===== src/rtl/pc_redirect_unit.sv =====
// pc_redirect_unit: owns the fetch PC and applies EX-resolved redirects.
// A redirect that meets an icache miss is parked in WAIT until ihit, so the
// fetch address stays stable for the outstanding request.
// Optional build macro BRANCH_STATS_EN adds saturating branch/taken counters.
module pc_redirect_unit #(
  parameter logic [31:0] PC_INIT = 32'h0000_0000,
  parameter int          PC_W    = 32
) (
  input  logic            CLK,
  input  logic            nRST,
  input  logic            ihit,
  input  logic            dstall,
  input  logic            halt,
  input  logic            valid_ex,
  input  logic [2:0]      opfunc_ex,
  input  logic [PC_W-1:0] pc_ex,
  input  logic [15:0]     imm_ex,
  input  logic [25:0]     jaddr_ex,
  input  logic [PC_W-1:0] rs_data_ex,
  input  logic            zero_ex,
  output logic [PC_W-1:0] pc_o,
  output logic            imemREN,
  output logic [PC_W-1:0] npc_o,
  output logic            flush_o,
  output logic            pending_o,
`ifdef BRANCH_STATS_EN
  output logic [31:0]     br_cnt_o,
  output logic [31:0]     taken_cnt_o,
`endif
  output logic [1:0]      dbg_state_o
);

  // opfunc_t encoding as attached by decode
  localparam logic [2:0] OJR    = 3'd0;
  localparam logic [2:0] OBEQ   = 3'd1;
  localparam logic [2:0] OBNE   = 3'd2;
  localparam logic [2:0] OJ     = 3'd3;
  localparam logic [2:0] OJAL   = 3'd4;
  localparam logic [2:0] OTHERR = 3'd5;
  localparam logic [2:0] OTHERI = 3'd6;
  localparam logic [2:0] OTHERJ = 3'd7;

  typedef enum logic [1:0] {
    S_RUN    = 2'd0,
    S_WAIT   = 2'd1,
    S_HALTED = 2'd2
  } state_t;

  state_t          state_q;
  logic [PC_W-1:0] pc_q;
  logic [PC_W-1:0] pend_q;
  logic            imemren_q;

  logic [PC_W-1:0] br_tgt;
  logic [PC_W-1:0] j_tgt;
  logic [PC_W-1:0] target;
  logic            taken;
  logic            redirect;

  // Link value and the two immediate-based targets; all adds wrap mod 2^32
  always_comb begin
    npc_o  = pc_ex + 32'd4;
    br_tgt = npc_o + {{14{imm_ex[15]}}, imm_ex, 2'b00};
    j_tgt  = {npc_o[31:28], jaddr_ex, 2'b00};
  end

  // Taken decision and target selection for the EX instruction
  always_comb begin
    taken  = 1'b0;
    target = br_tgt;
    case (opfunc_ex)
      OJR: begin
        taken  = 1'b1;
        target = rs_data_ex;
      end
      OBEQ: begin
        taken  = zero_ex;
        target = br_tgt;
      end
      OBNE: begin
        taken  = !zero_ex;
        target = br_tgt;
      end
      OJ, OJAL: begin
        taken  = 1'b1;
        target = j_tgt;
      end
      OTHERR, OTHERI, OTHERJ: begin
        taken  = 1'b0;
      end
      default: begin
        taken  = 1'b0;
      end
    endcase
  end

  assign redirect = valid_ex & taken & !dstall & (state_q == S_RUN);

  // Flush: a redirect accepted in RUN (halt has priority), or WAIT retiring
  // its pending target as the stale instruction returns
  always_comb begin
    flush_o = 1'b0;
    if (state_q == S_RUN && !halt && redirect) flush_o = 1'b1;
    if (state_q == S_WAIT && ihit)             flush_o = 1'b1;
  end

  assign pc_o        = pc_q;
  assign imemREN     = imemren_q;
  assign pending_o   = (state_q == S_WAIT);
  assign dbg_state_o = state_q;

  // Fetch FSM: PC sequencing, redirect parking and sticky halt
  always_ff @(posedge CLK or negedge nRST) begin
    if (!nRST) begin
      state_q   <= S_RUN;
      pc_q      <= PC_INIT;
      pend_q    <= '0;
      imemren_q <= 1'b1;
    end else begin
      case (state_q)
        S_RUN: begin
          if (halt) begin
            state_q   <= S_HALTED;
            imemren_q <= 1'b0;
          end else if (redirect && ihit) begin
            pc_q <= target;
          end else if (redirect) begin
            pend_q  <= target;
            state_q <= S_WAIT;
          end else if (ihit && !dstall) begin
            pc_q <= pc_q + 32'd4;
          end
        end
        S_WAIT: begin
          if (ihit) begin
            pc_q    <= pend_q;
            state_q <= S_RUN;
          end
        end
        S_HALTED: begin
          imemren_q <= 1'b0;
        end
        default: begin
          state_q <= S_RUN;
        end
      endcase
    end
  end

`ifdef BRANCH_STATS_EN
  logic [31:0] br_cnt_q;
  logic [31:0] taken_cnt_q;

  // Saturating counters: conditional branches seen in RUN, accepted redirects
  always_ff @(posedge CLK or negedge nRST) begin
    if (!nRST) begin
      br_cnt_q    <= '0;
      taken_cnt_q <= '0;
    end else begin
      if (state_q == S_RUN && valid_ex && !dstall &&
          (opfunc_ex == OBEQ || opfunc_ex == OBNE) && br_cnt_q != 32'hFFFF_FFFF)
        br_cnt_q <= br_cnt_q + 32'd1;
      if (redirect && !halt && taken_cnt_q != 32'hFFFF_FFFF)
        taken_cnt_q <= taken_cnt_q + 32'd1;
    end
  end

  assign br_cnt_o    = br_cnt_q;
  assign taken_cnt_o = taken_cnt_q;
`endif

endmodule

===== config.mk =====
export PLATFORM = sky130hd
export DESIGN_NAME = pc_redirect_unit
export DESIGN_NICKNAME = d
export VERILOG_FILES = /design/src/rtl/pc_redirect_unit.sv
export SDC_FILE = /design/constraint.sdc
export NUM_CORES = 1
export LEC_CHECK = 0
export CORE_ASPECT_RATIO = 0.75
export CORE_MARGIN = 4
export CORE_UTILIZATION = 53
export CTS_CLUSTER_SIZE = 8
export DETAILED_ROUTE_END_ITERATION = 8
export PLACE_DENSITY = 0.94
export SETUP_SLACK_MARGIN = 0.1
export SYNTH_ARGS = -nofsm -noshare
export SYNTH_HDL_FRONTEND = slang
export SYNTH_SLANG_ARGS = --single-unit

===== constraint.sdc =====
create_clock -name CLK -period 4.4 [get_ports CLK]
set_input_delay 0.44 -clock CLK [delete_from_list [all_inputs] [get_ports CLK]]
set_output_delay 0.44 -clock CLK [all_outputs]
set_load 0.1 [all_outputs]

==> impl_summary.txt <==
----------------------------------------------------
[Pwr]
  Max VDD drop ... 0.225 mV
  Switching fraction of total power ... 38.1%
  Psw ... around 0.00091 W
  Cell area power density ... between 200 and 300 nW/um^2
  Reported leakage power ... 3.91 nW
  Relative contribution of combinational cells to total power ... approximately two fifths
  Internal Power ... 0.00148 W
  Proportion of power drawn by the clock network ... 30.4%
  Reg power frac ... 28.5%
  Power, Total ... 0.00239 W

[Critical path]
  Worst Path Arrival ... 4410 ps
  Cell breakdown of the critical path ... clkdlybuf4s50_1 -> ha_1 -> nand3_1 -> nor4_1 -> buf_4 -> nand4_1 -> xnor2_4 -> ha_1 -> a21oi_1 -> o21ai_0 -> a221o_1 -> a31o_4 -> mux2_4 -> and4_1 -> nor2_1
  Cell count of the worst reg-to-reg path ... 9
  Worst path slowest cell ... clkdlybuf4s50_1
  Start-to-end type of the worst setup path ... in2reg
  Startpoint Class ... input pin
  Most numerous cell on the critical path ... ha_1
  Worst R2R Start ... pc_o[3]
  Critical path capture point type ... flop
  CP max stage delay ... 610 ps
  Largest fanout on the critical path ... 5
  Required time of the critical path ... 4660 ps
  Minimum setup slack among reg-to-reg paths ... 1700 ps
  Worst r2r dst ... pc_o[31]

[Synth]
  Cell area after synthesis ... 6210 sq um
  Top_reg_cell synth ... dfrtp_1
  Number of distinct standard cells referenced by the synthesized netlist ... 81
  Sequential share of the synthesized area ... 27.0%
  Number of flops mapped to enable cells by yosys ... 0
  Share of synthesized flip-flops with an asynchronous set or reset ... 100%
  Number of nets in the synthesized netlist ... around 910
  Synthesis Warnings ... 0
  Count of mapped cells out of synthesis ... 760
  Synthesized area per cell ... 8.18 sq um
  Flops & latches, synth ... 67

[Timing]
  Setup repair after global routing missed its margin ... true
  Minimum setup slack in the final design ... roughly 250 ps
  Period Utilization, post-route ... a little over nine tenths
  Worst rel slew slack ... 31.4%
  Clock Skew ... 9.34 ps
  Min cycle time layout ... 4150 ps
  Count of endpoints failing setup in the final report ... 0
  Slew of the pin with the lowest slew margin ... 1030 ps
  Setup Total Neg Slack ... 0 ps
  Timing-limited maximum frequency ... about 0.24 GHz
  Count of endpoints failing hold in the final timing report ... 0
  Worst-case hold slack ... 461 ps
  Max-slew violation count ... 0

[Placed design]
  DP Wirelength ... 17.1 mm
  GP Congestion ... 0.992
  Number of buffers added on ports ... 184
  Minimum setup slack after placement ... -19.3 ps

[Routing]
  Ratio of routed vias to standard cells ... 6.31
  DRT Wirelength ... 22.2 mm
  Drc violations ... 0
  Drt pass-1 iters ... 5
  Routed length per instance ... ~20 um
  Total vias in the final route ... 7101
  Number of design-rule violations left by the first detailed-router iteration ... 729
  Antenna-violating nets left ... 0

[Clock network]
  TritonCTS clock tree ... yes
  Insertion delay to the later sink of the worst-skew pair ... 330 ps
  Maximum level of the CTS H-tree ... 3
  CTS buffer count ... 9
  Number of setup buffers added after CTS ... 0
  CTS Buffer Depth ... 2
  Clk pin slew, worst setup/hold paths ... 50 ps
  CTS Root Buffer Type ... clkbuf_16
  Clock Sink Count ... 67

[Cells and area]
  Fraction of final layout cells with drive strength greater than 1 ... approximately 16%
  Final #Nets ... about 1100
  Synthesis-to-layout area growth ... 44.9%
  Finished Core Util ... 80.5%
  Most common cell after layout, fill and taps aside ... clkdlybuf4s50_1
  Antenna diode instance count ... 0
  Most frequent cells in the layout ... clkdlybuf4s50_1, nor2_1, a21oi_1

[Floorplan]
  Core Rows ... 33
  Area enclosed by the die boundary ... 13500 sq um
  CORE AREA ... 11200 sq um
  Die outline height ... roughly 100 um
  Die boundary width ... roughly 130 um
  Effective utilization at floorplan ... 55.5%
  Top-Level Pins ... 185

[Global route]
  Largest net degree at the start of global routing ... 65
  GRT overflow ... 0
  Initial antenna violation count ... 0
  Vias in the first global route ... 6890
  Wire length of the first global-routing pass ... 34.5 mm
  Total Routing Usage GR ... 31.9%

[Status]
  Status ... completed

[Min path]
  Hold crit path type ... in2async

[Flow run]
  Max-cap check violation count ... 0

----------------------------------------------------
[cell type report]
cell class | instances | area (sq um)
repair buffers | 229 | 2120
multi-input cells | 641 | 4650
flip-flops and latches | 67 | 1680
inverters | 15 | 56.3
clock buffers | 14 | 264
clock inverters | 2 | 35.0
well taps | 157 | 196
fillers | 741 | 2190
[worst max-delay path by stage]
stage	start	endpoint	slack, ps	depth (start not counted)
floorplan	pc_ex[2]	pend_q[31]	100	14
CTS	pc_ex[12]	pend_q[30]	320	16
finish	pc_ex[2]	pend_q[31]	250	15
detailed placement	pc_ex[12]	pend_q[30]	-20	16
global placement	pc_ex[12]	pc_o[26]	140	15
global route	pc_ex[2]	pend_q[30]	80	16
[per-stage QoR]
step / instance area (sq um) / std cells
2_1_floorplan: 6520 / 760
3_3_place_gp: 8690 / 1108
3_5_place_dp: 8690 / 1108
4_1_cts: 8990 / 1125
5_1_grt: 9000 / 1125
6_report: 9000 / 1125
[cell families (layout without fill, tap and decap cells)]
logic type | count (synthesis) | after routing | synth area share (%)
compound gates | 268 | 268 | 29.9
xor+xnor | 68 | 68 | 9.89
fa+ha+maj | 35 | 35 | 7.17
buf+inv | 52 | 260 | 3.52
flops | 67 | 67 | 27.0
mux | 7 | 7 | 1.29
simple gates | 263 | 263 | 21.2
[registers in the layout, indices dropped and copies added, names as in the netlist]
register	flops
imemREN	1
pc_o	32
pend_q	32
dbg_state_o	2
[metal layers]
metal,wire length (um),track usage (%)
met5,0,0
met4,715,11.3
met3,2410,8.59
met2,10100,53.4
met1,8950,40.3
[Yosys cell counts (all sizes together), types with 5 or more instances]
library cell	number	area share, %
a211oi	8	1.2
a21o	26	3.1
a21oi	85	7.0
a221oi	13	2.1
a22o	13	1.8
a22oi	12	1.4
a31oi	11	1.2
and3	16	1.6
and4	7	1.1
buf	7	0.81
clkbuf	30	1.8
dfrtp	66	27
ha	34	6.8
inv	15	0.91
mux2	5	0.97
nand2	68	4.2
nand3	27	2.5
nand4	18	2.2
nor2	88	5.3
nor3	9	0.81
nor4	5	0.85
o211ai	5	0.60
o21a	7	0.85
o21ai	36	3.0
o21bai	5	0.66
o221ai	14	2.0
o22ai	11	1.1
or2	5	0.50
xnor2	43	6.4
xor2	25	3.5
[what timing repair did]
action / CTS / global route
gates resized for setup: 0 / 2
endpoints found under the hold margin: 3 / 0
setup endpoints to repair: 0 / 4
hold buffers: 1 / 0
[power by group through the flow]
stage	combinational (W)	clock (W)	sequential (W)
after global placement	0.000948	0	0.000689
after global routing	0.00103	0.000755	0.000686
after detailed placement	0.000964	0	0.000690
final	0.000982	0.000727	0.000682
after floorplan	0.000506	0	0.000803
after CTS	0.000971	0.000725	0.000681
[worst max-delay path: cells and delay by family]
kind                     cells  cell delay (ps)
buffers and inverters        2              830
AND/OR/NAND/NOR              5             1140
AO/OA/AOI/OAI                4              980
adder cells (fa/ha/maj)      2              530
multiplexers                 1              300
XOR/XNOR                     1              190
Note: power is estimated with default switching activity, not from simulation.
